**config.mk**
```make
export PLATFORM = sky130hd
export DESIGN_NAME = uart_tx_cfg
export DESIGN_NICKNAME = d
export VERILOG_FILES = /design/src/rtl/uart_pkg.sv /design/src/rtl/uart_tx_bit_timer.sv /design/src/rtl/uart_tx_cfg.sv
export SDC_FILE = /design/constraint.sdc
export NUM_CORES = 1
export LEC_CHECK = 0
export CORE_MARGIN = 4
export CORE_UTILIZATION = 40
export DETAILED_ROUTE_END_ITERATION = 8
export PLACE_DENSITY_LB_ADDON = 0.08
export SETUP_SLACK_MARGIN = 0.2
export SLEW_MARGIN = 10
export SYNTH_ARGS = -nofsm -noshare
export SYNTH_HDL_FRONTEND = slang
export SYNTH_SLANG_ARGS = --single-unit
```
**constraint.sdc**
```tcl
create_clock -name i_clk -period 2.8 [get_ports i_clk]
set_clock_uncertainty 0.2 [all_clocks]
set_input_delay 0.56 -clock i_clk [delete_from_list [all_inputs] [get_ports i_clk]]
set_output_delay 0.56 -clock i_clk [all_outputs]
set_load 0.01 [all_outputs]
```
**src/rtl/uart_pkg.sv**
```systemverilog
// uart_pkg: shared state encodings, parity codes and limits for the UART transmitter.
package uart_pkg;
   typedef enum logic [2:0] {
      IDLE   = 3'd0,
      START  = 3'd1,
      DATA   = 3'd2,
      PARITY = 3'd3,
      STOP   = 3'd4
   } state_e;
   typedef enum logic [1:0] {
      PAR_NONE = 2'b00,
      PAR_EVEN = 2'b01,
      PAR_ODD  = 2'b10
   } par_e;
   localparam int UART_MIN_DATA_BITS = 5;
endpackage

```
**src/rtl/uart_tx_bit_timer.sv**
```systemverilog
// uart_tx_bit_timer: counts oversampling ticks and pulses o_bit_end on the last tick of a bit.
module uart_tx_bit_timer #(
   parameter int TICKS_PER_BIT = 16
) (
   input  logic i_clk,
   input  logic i_rst_n,
   input  logic i_tick_en,
   input  logic i_clr,
   output logic o_bit_end
);
   localparam int CW = $clog2(TICKS_PER_BIT);
   logic [CW-1:0] cnt_q, cnt_d;
   logic          wrap;
   assign wrap      = cnt_q == CW'(TICKS_PER_BIT - 1);
   assign o_bit_end = i_tick_en && wrap && !i_clr;
   always_comb begin
      cnt_d = i_clr ? '0 : i_tick_en ? (wrap ? '0 : cnt_q + CW'(1)) : cnt_q;
   end
   always_ff @(posedge i_clk or negedge i_rst_n) begin
      if (!i_rst_n) cnt_q <= '0;
      else          cnt_q <= cnt_d;
   end
endmodule

```
**src/rtl/uart_tx_cfg.sv**
```systemverilog
// uart_tx_cfg: runtime-configurable UART transmitter (length, parity, stop bits).
// Parity support is compiled in only when UART_TX_PARITY_EN is defined.
module uart_tx_cfg
   import uart_pkg::*;
#(
   parameter int DATA_BITS     = 8,
   parameter int TICKS_PER_BIT = 16
) (
   input  logic                           i_clk,
   input  logic                           i_rst_n,
   input  logic                           i_tick_en,
   input  logic                           i_valid,
   output logic                           o_ready,
   input  logic [DATA_BITS-1:0]           i_data,
   input  logic [$clog2(DATA_BITS+1)-1:0] i_cfg_len,
   input  logic [1:0]                     i_cfg_parity,
   input  logic                           i_cfg_stop,
   output logic                           o_tx,
   output logic                           o_busy,
   output logic                           o_tx_done
);
   localparam int LW = $clog2(DATA_BITS + 1);
   state_e               state_q, state_d;
   logic [DATA_BITS-1:0] shift_q, shift_d;
   logic [LW-1:0]        len_q, len_d, bit_q, bit_d, len_in;
   logic                 stop_q, stop_d, bit_end, last_data, done;
`ifdef UART_TX_PARITY_EN
   par_e                 par_mode_q, par_mode_d;
   logic                 par_q, par_d, par_bit;
   assign par_bit = par_q ^ (par_mode_q == PAR_ODD);
`else
   logic                 unused_parity;
   assign unused_parity = ^i_cfg_parity;
`endif
   assign o_ready   = state_q == IDLE;
   assign o_busy    = !o_ready;
   assign o_tx_done = done;
   assign last_data = bit_q == len_q - LW'(1);
   assign len_in    = (i_cfg_len < LW'(UART_MIN_DATA_BITS)) ? LW'(UART_MIN_DATA_BITS)
                    : (i_cfg_len > LW'(DATA_BITS)) ? LW'(DATA_BITS) : i_cfg_len;
`ifdef UART_TX_PARITY_EN
   assign o_tx = (state_q == START) ? 1'b0 : (state_q == DATA) ? shift_q[0]
               : (state_q == PARITY) ? par_bit : 1'b1;
`else
   assign o_tx = (state_q == START) ? 1'b0 : (state_q == DATA) ? shift_q[0] : 1'b1;
`endif
   // The timer is held clear while idle, so a tick on the accept cycle is never counted.
   uart_tx_bit_timer #(.TICKS_PER_BIT(TICKS_PER_BIT)) u_timer (
      .i_clk     (i_clk),
      .i_rst_n   (i_rst_n),
      .i_tick_en (i_tick_en),
      .i_clr     (o_ready),
      .o_bit_end (bit_end)
   );
   always_comb begin
      state_d = state_q;
      shift_d = shift_q;
      len_d   = len_q;
      bit_d   = bit_q;
      stop_d  = stop_q;
      done    = 1'b0;
`ifdef UART_TX_PARITY_EN
      par_mode_d = par_mode_q;
      par_d      = par_q;
`endif
      case (state_q)
         IDLE: if (i_valid) begin
            state_d = START;
            shift_d = i_data;
            len_d   = len_in;
            stop_d  = i_cfg_stop;
            bit_d   = '0;
`ifdef UART_TX_PARITY_EN
            par_d      = 1'b0;
            par_mode_d = (i_cfg_parity == PAR_EVEN || i_cfg_parity == PAR_ODD) ? par_e'(i_cfg_parity) : PAR_NONE;
`endif
         end
         START: if (bit_end) state_d = DATA;
         DATA: if (bit_end) begin
            shift_d = shift_q >> 1;
            bit_d   = last_data ? '0 : bit_q + LW'(1);
`ifdef UART_TX_PARITY_EN
            par_d = par_q ^ shift_q[0];
            if (last_data) state_d = (par_mode_q == PAR_NONE) ? STOP : PARITY;
`else
            if (last_data) state_d = STOP;
`endif
         end
`ifdef UART_TX_PARITY_EN
         PARITY: if (bit_end) state_d = STOP;
`endif
         STOP: if (bit_end) begin
            done    = bit_q == LW'(stop_q);
            state_d = done ? IDLE : STOP;
            bit_d   = done ? '0 : bit_q + LW'(1);
         end
         default: state_d = IDLE;
      endcase
   end
   always_ff @(posedge i_clk or negedge i_rst_n) begin
      if (!i_rst_n) begin
         state_q <= IDLE;
         shift_q <= '0;
         len_q   <= '0;
         bit_q   <= '0;
         stop_q  <= 1'b0;
`ifdef UART_TX_PARITY_EN
         par_mode_q <= PAR_NONE;
         par_q      <= 1'b0;
`endif
      end else begin
         state_q <= state_d;
         shift_q <= shift_d;
         len_q   <= len_d;
         bit_q   <= bit_d;
         stop_q  <= stop_d;
`ifdef UART_TX_PARITY_EN
         par_mode_q <= par_mode_d;
         par_q      <= par_d;
`endif
      end
   end
endmodule

```
==> flow_summary.yaml <==
outcome:
  status: "finished clean"
grt:
  grt_use_total_pct: 14.7
  first_global_vias: 1087
  grt_pass1_wl_mm: 4.91
  antenna_found_initial: 0
  grt-ovfl-total: 0
  pin_count_of_the_biggest_net_entering_global_routing: 25
finish:
  antenna_fix_cells: 0
  fill_cells: 315
  final_layout_size_suffix_gt1_share_pct: 17.4
  seq_area_sq_um: 604
  area_growth_syn_to_layout_pct: 24.9
  final_nets: 184
  final_cell_mix: "sky130_fd_sc_hd__dfrtp_1 (21), sky130_fd_sc_hd__nand2_1 (20), sky130_fd_sc_hd__clkdlybuf4s50_1 (19)"
  layout.cells.most_common: "sky130_fd_sc_hd__dfrtp_1"
  multiInputGateArea_sq_um: 709
  fin_area_sq_mm: 0.00170
floorplan:
  fp.coreArea_sq_mm: 0.00315
  dieHeight_um: 66.4
  fp.dieW_um: 66.4
  dieArea_sq_mm: 0.00441
  placement_rows: 20
  initial_core_util_pct: 43.3
  ios: 23
logic_synthesis:
  syn-mean-instance-area_sq_um: 10.3
  ys_seq_area_share_pct: 44.0
  synth.net_count: 154
  ys_seq_elements: 24
  synth.distinct_cells: 41
  synth_instances: 132
  synthesis.yosys.warnings: 0
  synth_area_sq_mm: 0.00136
job:
  reported_max_cap_violation_count: 0
route:
  routedWlPerCell_um: 13.1
  vias: 1032
  antenna_violating_nets_post_route: 0
  total_wirelength_mm: 2.68
  drtIter0Drc: 24
  route.detailed.drc: 0
  post_drt_via_cell_ratio: 5.03
  dr.pass1.iters: 4
power:
  pwr_density_cell_mw_per_mm2: 738
  p_leak_nw: 0.752
  power.ir.vdd_worst_mv: 0.492
timing:
  period_minus_slack_ns: 2.54
  fin_crit_sh_pct: 90.8
  rsz_0062_raised_after_global_routing: "yes"
  holdWs_ns: 0.299
  worst_pin_slew_ns: 0.459
  slew_viol_final: 0
  max-slew-margin-rel_pct: 69.4
  worst_slack_ns: 0.256
  finalSetupViolations: 0
  maxClockFrequency_ghz: 0.393
  timing_hold_violations_final: 0
place:
  io_buffer_count: 20
  place_hpwl_mm: 2.05
  routabilityCongestion: 0.735
  placed_area_sq_mm: 0.00164
  place_ws_ns: -0.158
clock_tree:
  tritoncts: "done"
  htree_levels: 1
  clk_path_buf_depth: 2
  clock-sinks: 24
  cts_root_buf: "sky130_fd_sc_hd__clkbuf_4"
  clk_pin_slew_ns: 0.14
  cts_buffers: 3
  clock_latency_ns: 0.33
worst_setup_path:
  critPathRequiredTime_ns: 2.04
  type_of_destination_of_the_critical_path: "output port"
  ff2ff_path_depth: 6
  critical_path.startpoint_type: "flip-flop"
  critical_path_class: "reg2out"
  arrival_ns: 1.78
  timing.critical_path.fanout_max: 2
worst_hold_path:
  hold_path_depth: 2
  min-delay-path-class: "reg2reg"
==> synthesized netlist by cell type <==
| library cell | number | area [sq um] |
|---|---|---|
| sky130_fd_sc_hd__nor4_1 | 2 | 12.5 |
| sky130_fd_sc_hd__a41oi_1 | 1 | 8.76 |
| sky130_fd_sc_hd__a2bb2oi_1 | 1 | 8.76 |
| sky130_fd_sc_hd__inv_1 | 5 | 18.8 |
| sky130_fd_sc_hd__nor4bb_1 | 1 | 10.0 |
| sky130_fd_sc_hd__xnor2_1 | 3 | 26.3 |
| sky130_fd_sc_hd__o21ai_0 | 4 | 20.0 |
| sky130_fd_sc_hd__nand4_2 | 1 | 12.5 |
| sky130_fd_sc_hd__a221o_1 | 1 | 10.0 |
| sky130_fd_sc_hd__dfrtp_1 | 24 | 601 |
| sky130_fd_sc_hd__or4_1 | 1 | 7.51 |
| sky130_fd_sc_hd__nand3_1 | 2 | 10.0 |
| sky130_fd_sc_hd__buf_6 | 1 | 11.3 |
| sky130_fd_sc_hd__a21oi_1 | 4 | 20.0 |
| sky130_fd_sc_hd__a211o_1 | 1 | 8.76 |
| sky130_fd_sc_hd__nor2_4 | 2 | 22.5 |
| sky130_fd_sc_hd__a311oi_1 | 1 | 8.76 |
| sky130_fd_sc_hd__buf_4 | 1 | 7.51 |
| sky130_fd_sc_hd__nand2_1 | 20 | 75.1 |
| sky130_fd_sc_hd__nor2b_1 | 2 | 12.5 |
| sky130_fd_sc_hd__and2b_1 | 1 | 7.51 |
| sky130_fd_sc_hd__o41ai_1 | 1 | 8.76 |
| sky130_fd_sc_hd__mux2_2 | 1 | 11.3 |
| sky130_fd_sc_hd__nor2_1 | 8 | 30.0 |
| sky130_fd_sc_hd__nand2b_2 | 1 | 8.76 |
| sky130_fd_sc_hd__a311oi_4 | 1 | 26.3 |
| sky130_fd_sc_hd__or3_1 | 2 | 12.5 |
| sky130_fd_sc_hd__nor3_1 | 2 | 10.0 |
| sky130_fd_sc_hd__and2_4 | 1 | 8.76 |
| sky130_fd_sc_hd__nor2_2 | 1 | 6.26 |
| sky130_fd_sc_hd__buf_8 | 1 | 15.0 |
| sky130_fd_sc_hd__buf_2 | 1 | 5.00 |
| sky130_fd_sc_hd__nand2b_1 | 3 | 18.8 |
| sky130_fd_sc_hd__xor3_1 | 1 | 23.8 |
| sky130_fd_sc_hd__ha_1 | 3 | 37.5 |
| sky130_fd_sc_hd__xor2_1 | 4 | 35.0 |
| sky130_fd_sc_hd__o21ai_1 | 8 | 40.0 |
| sky130_fd_sc_hd__nor3_4 | 2 | 32.5 |
| sky130_fd_sc_hd__o21a_1 | 1 | 7.51 |
| sky130_fd_sc_hd__mux2i_1 | 8 | 80.1 |
| sky130_fd_sc_hd__a22o_1 | 3 | 26.3 |
==> state kept, by name (all words and copies together) (netlist names) <==
signal,cells
len_q,4
u_timer.cnt_q,4
bit_q,4
stop_q,1
state_q,3
shift_q,8
==> area by class of cell <==
cell class              instances  area share, %
repair buffers                 29           15.4
clock inverters                 1           1.76
multi-input cells              99           41.7
well taps                      44           3.23
inverters                       5           1.10
clock buffers                   3           1.32
flip-flops and latches         24           35.5
==> path summary, 6_finish.rpt <==
path	from	end	slack [ns]
setup / recovery	bit_q[0]	o_tx_done	0.26
hold / removal	shift_q[0]	shift_q[0]	0.30
setup reg to reg	u_timer.cnt_q[0]	bit_q[2]	0.77
hold reg to reg	shift_q[0]	shift_q[0]	0.30
max in group asynchronous	i_rst_n	state_q[2]	1.77
min in group asynchronous	i_rst_n	bit_q[1]	0.37
==> metrics by stage <==
stage | total power, mW | TNS (ns) | instances | util, %
3_3_place_gp | 0.984 | -0.143 | 200 | 52.0
6_report | 1.26 | 0 | 205 | 54.0
2_1_floorplan | 0.867 | 0 | 132 | -
4_1_cts | 1.28 | 0 | 205 | 53.9
5_1_grt | 1.37 | 0 | 205 | 54.0
3_5_place_dp | 1.00 | -0.158 | 200 | 52.0
==> logic make-up (layout without fill, tap and decap cells) <==
group,count (synthesis),count (layout),synth area share [%]
buffers and inverters,9,38,4.22
AOI/OAI and AO/OA,27,27,14.2
DFF,24,24,44.0
and+or+nand+nor,52,52,21.8
adders and majority gates,3,3,2.75
xor gates and xnor gates,8,8,6.24
muxes,9,9,6.70
==> critical path: stages, from the launching register on <==
cell and delay (ns):
sky130_fd_sc_hd__dfrtp_1 0.42, sky130_fd_sc_hd__xor2_1 0.18, sky130_fd_sc_hd__or4_4 0.43, sky130_fd_sc_hd__nor4bb_1 0.25, sky130_fd_sc_hd__buf_2 0.17
==> where the power goes <==
part	switching, mW	leakage [nW]	internal [mW]	total, mW
registers	0.0947	0.300	0.467	0.561
clock network	0.113	0.0279	0.145	0.258
logic	0.211	0.424	0.227	0.438
total	0.418	0.752	0.839	1.26
==> per-layer routing <==
metal | part of all wire (%) | up-vias | track usage (%)
met3 | 3.2 | 5 | 3.06
li1 | - | 527 | -
met5 | 0 | - | 0
met2 | 49 | 15 | 25.2
met1 | 46 | 485 | 17.9
met4 | 1.9 | 0 | 6.09
==> timing repair <==
item	4_1_cts	5_1_grt
resized for setup	7	2
setup endpoints to repair	2	4
endpoints found under the hold margin	0	0
pin swaps	1	1
buffers inserted	1	0
hold buffers	0	0
(Power assumes the default switching activity.)
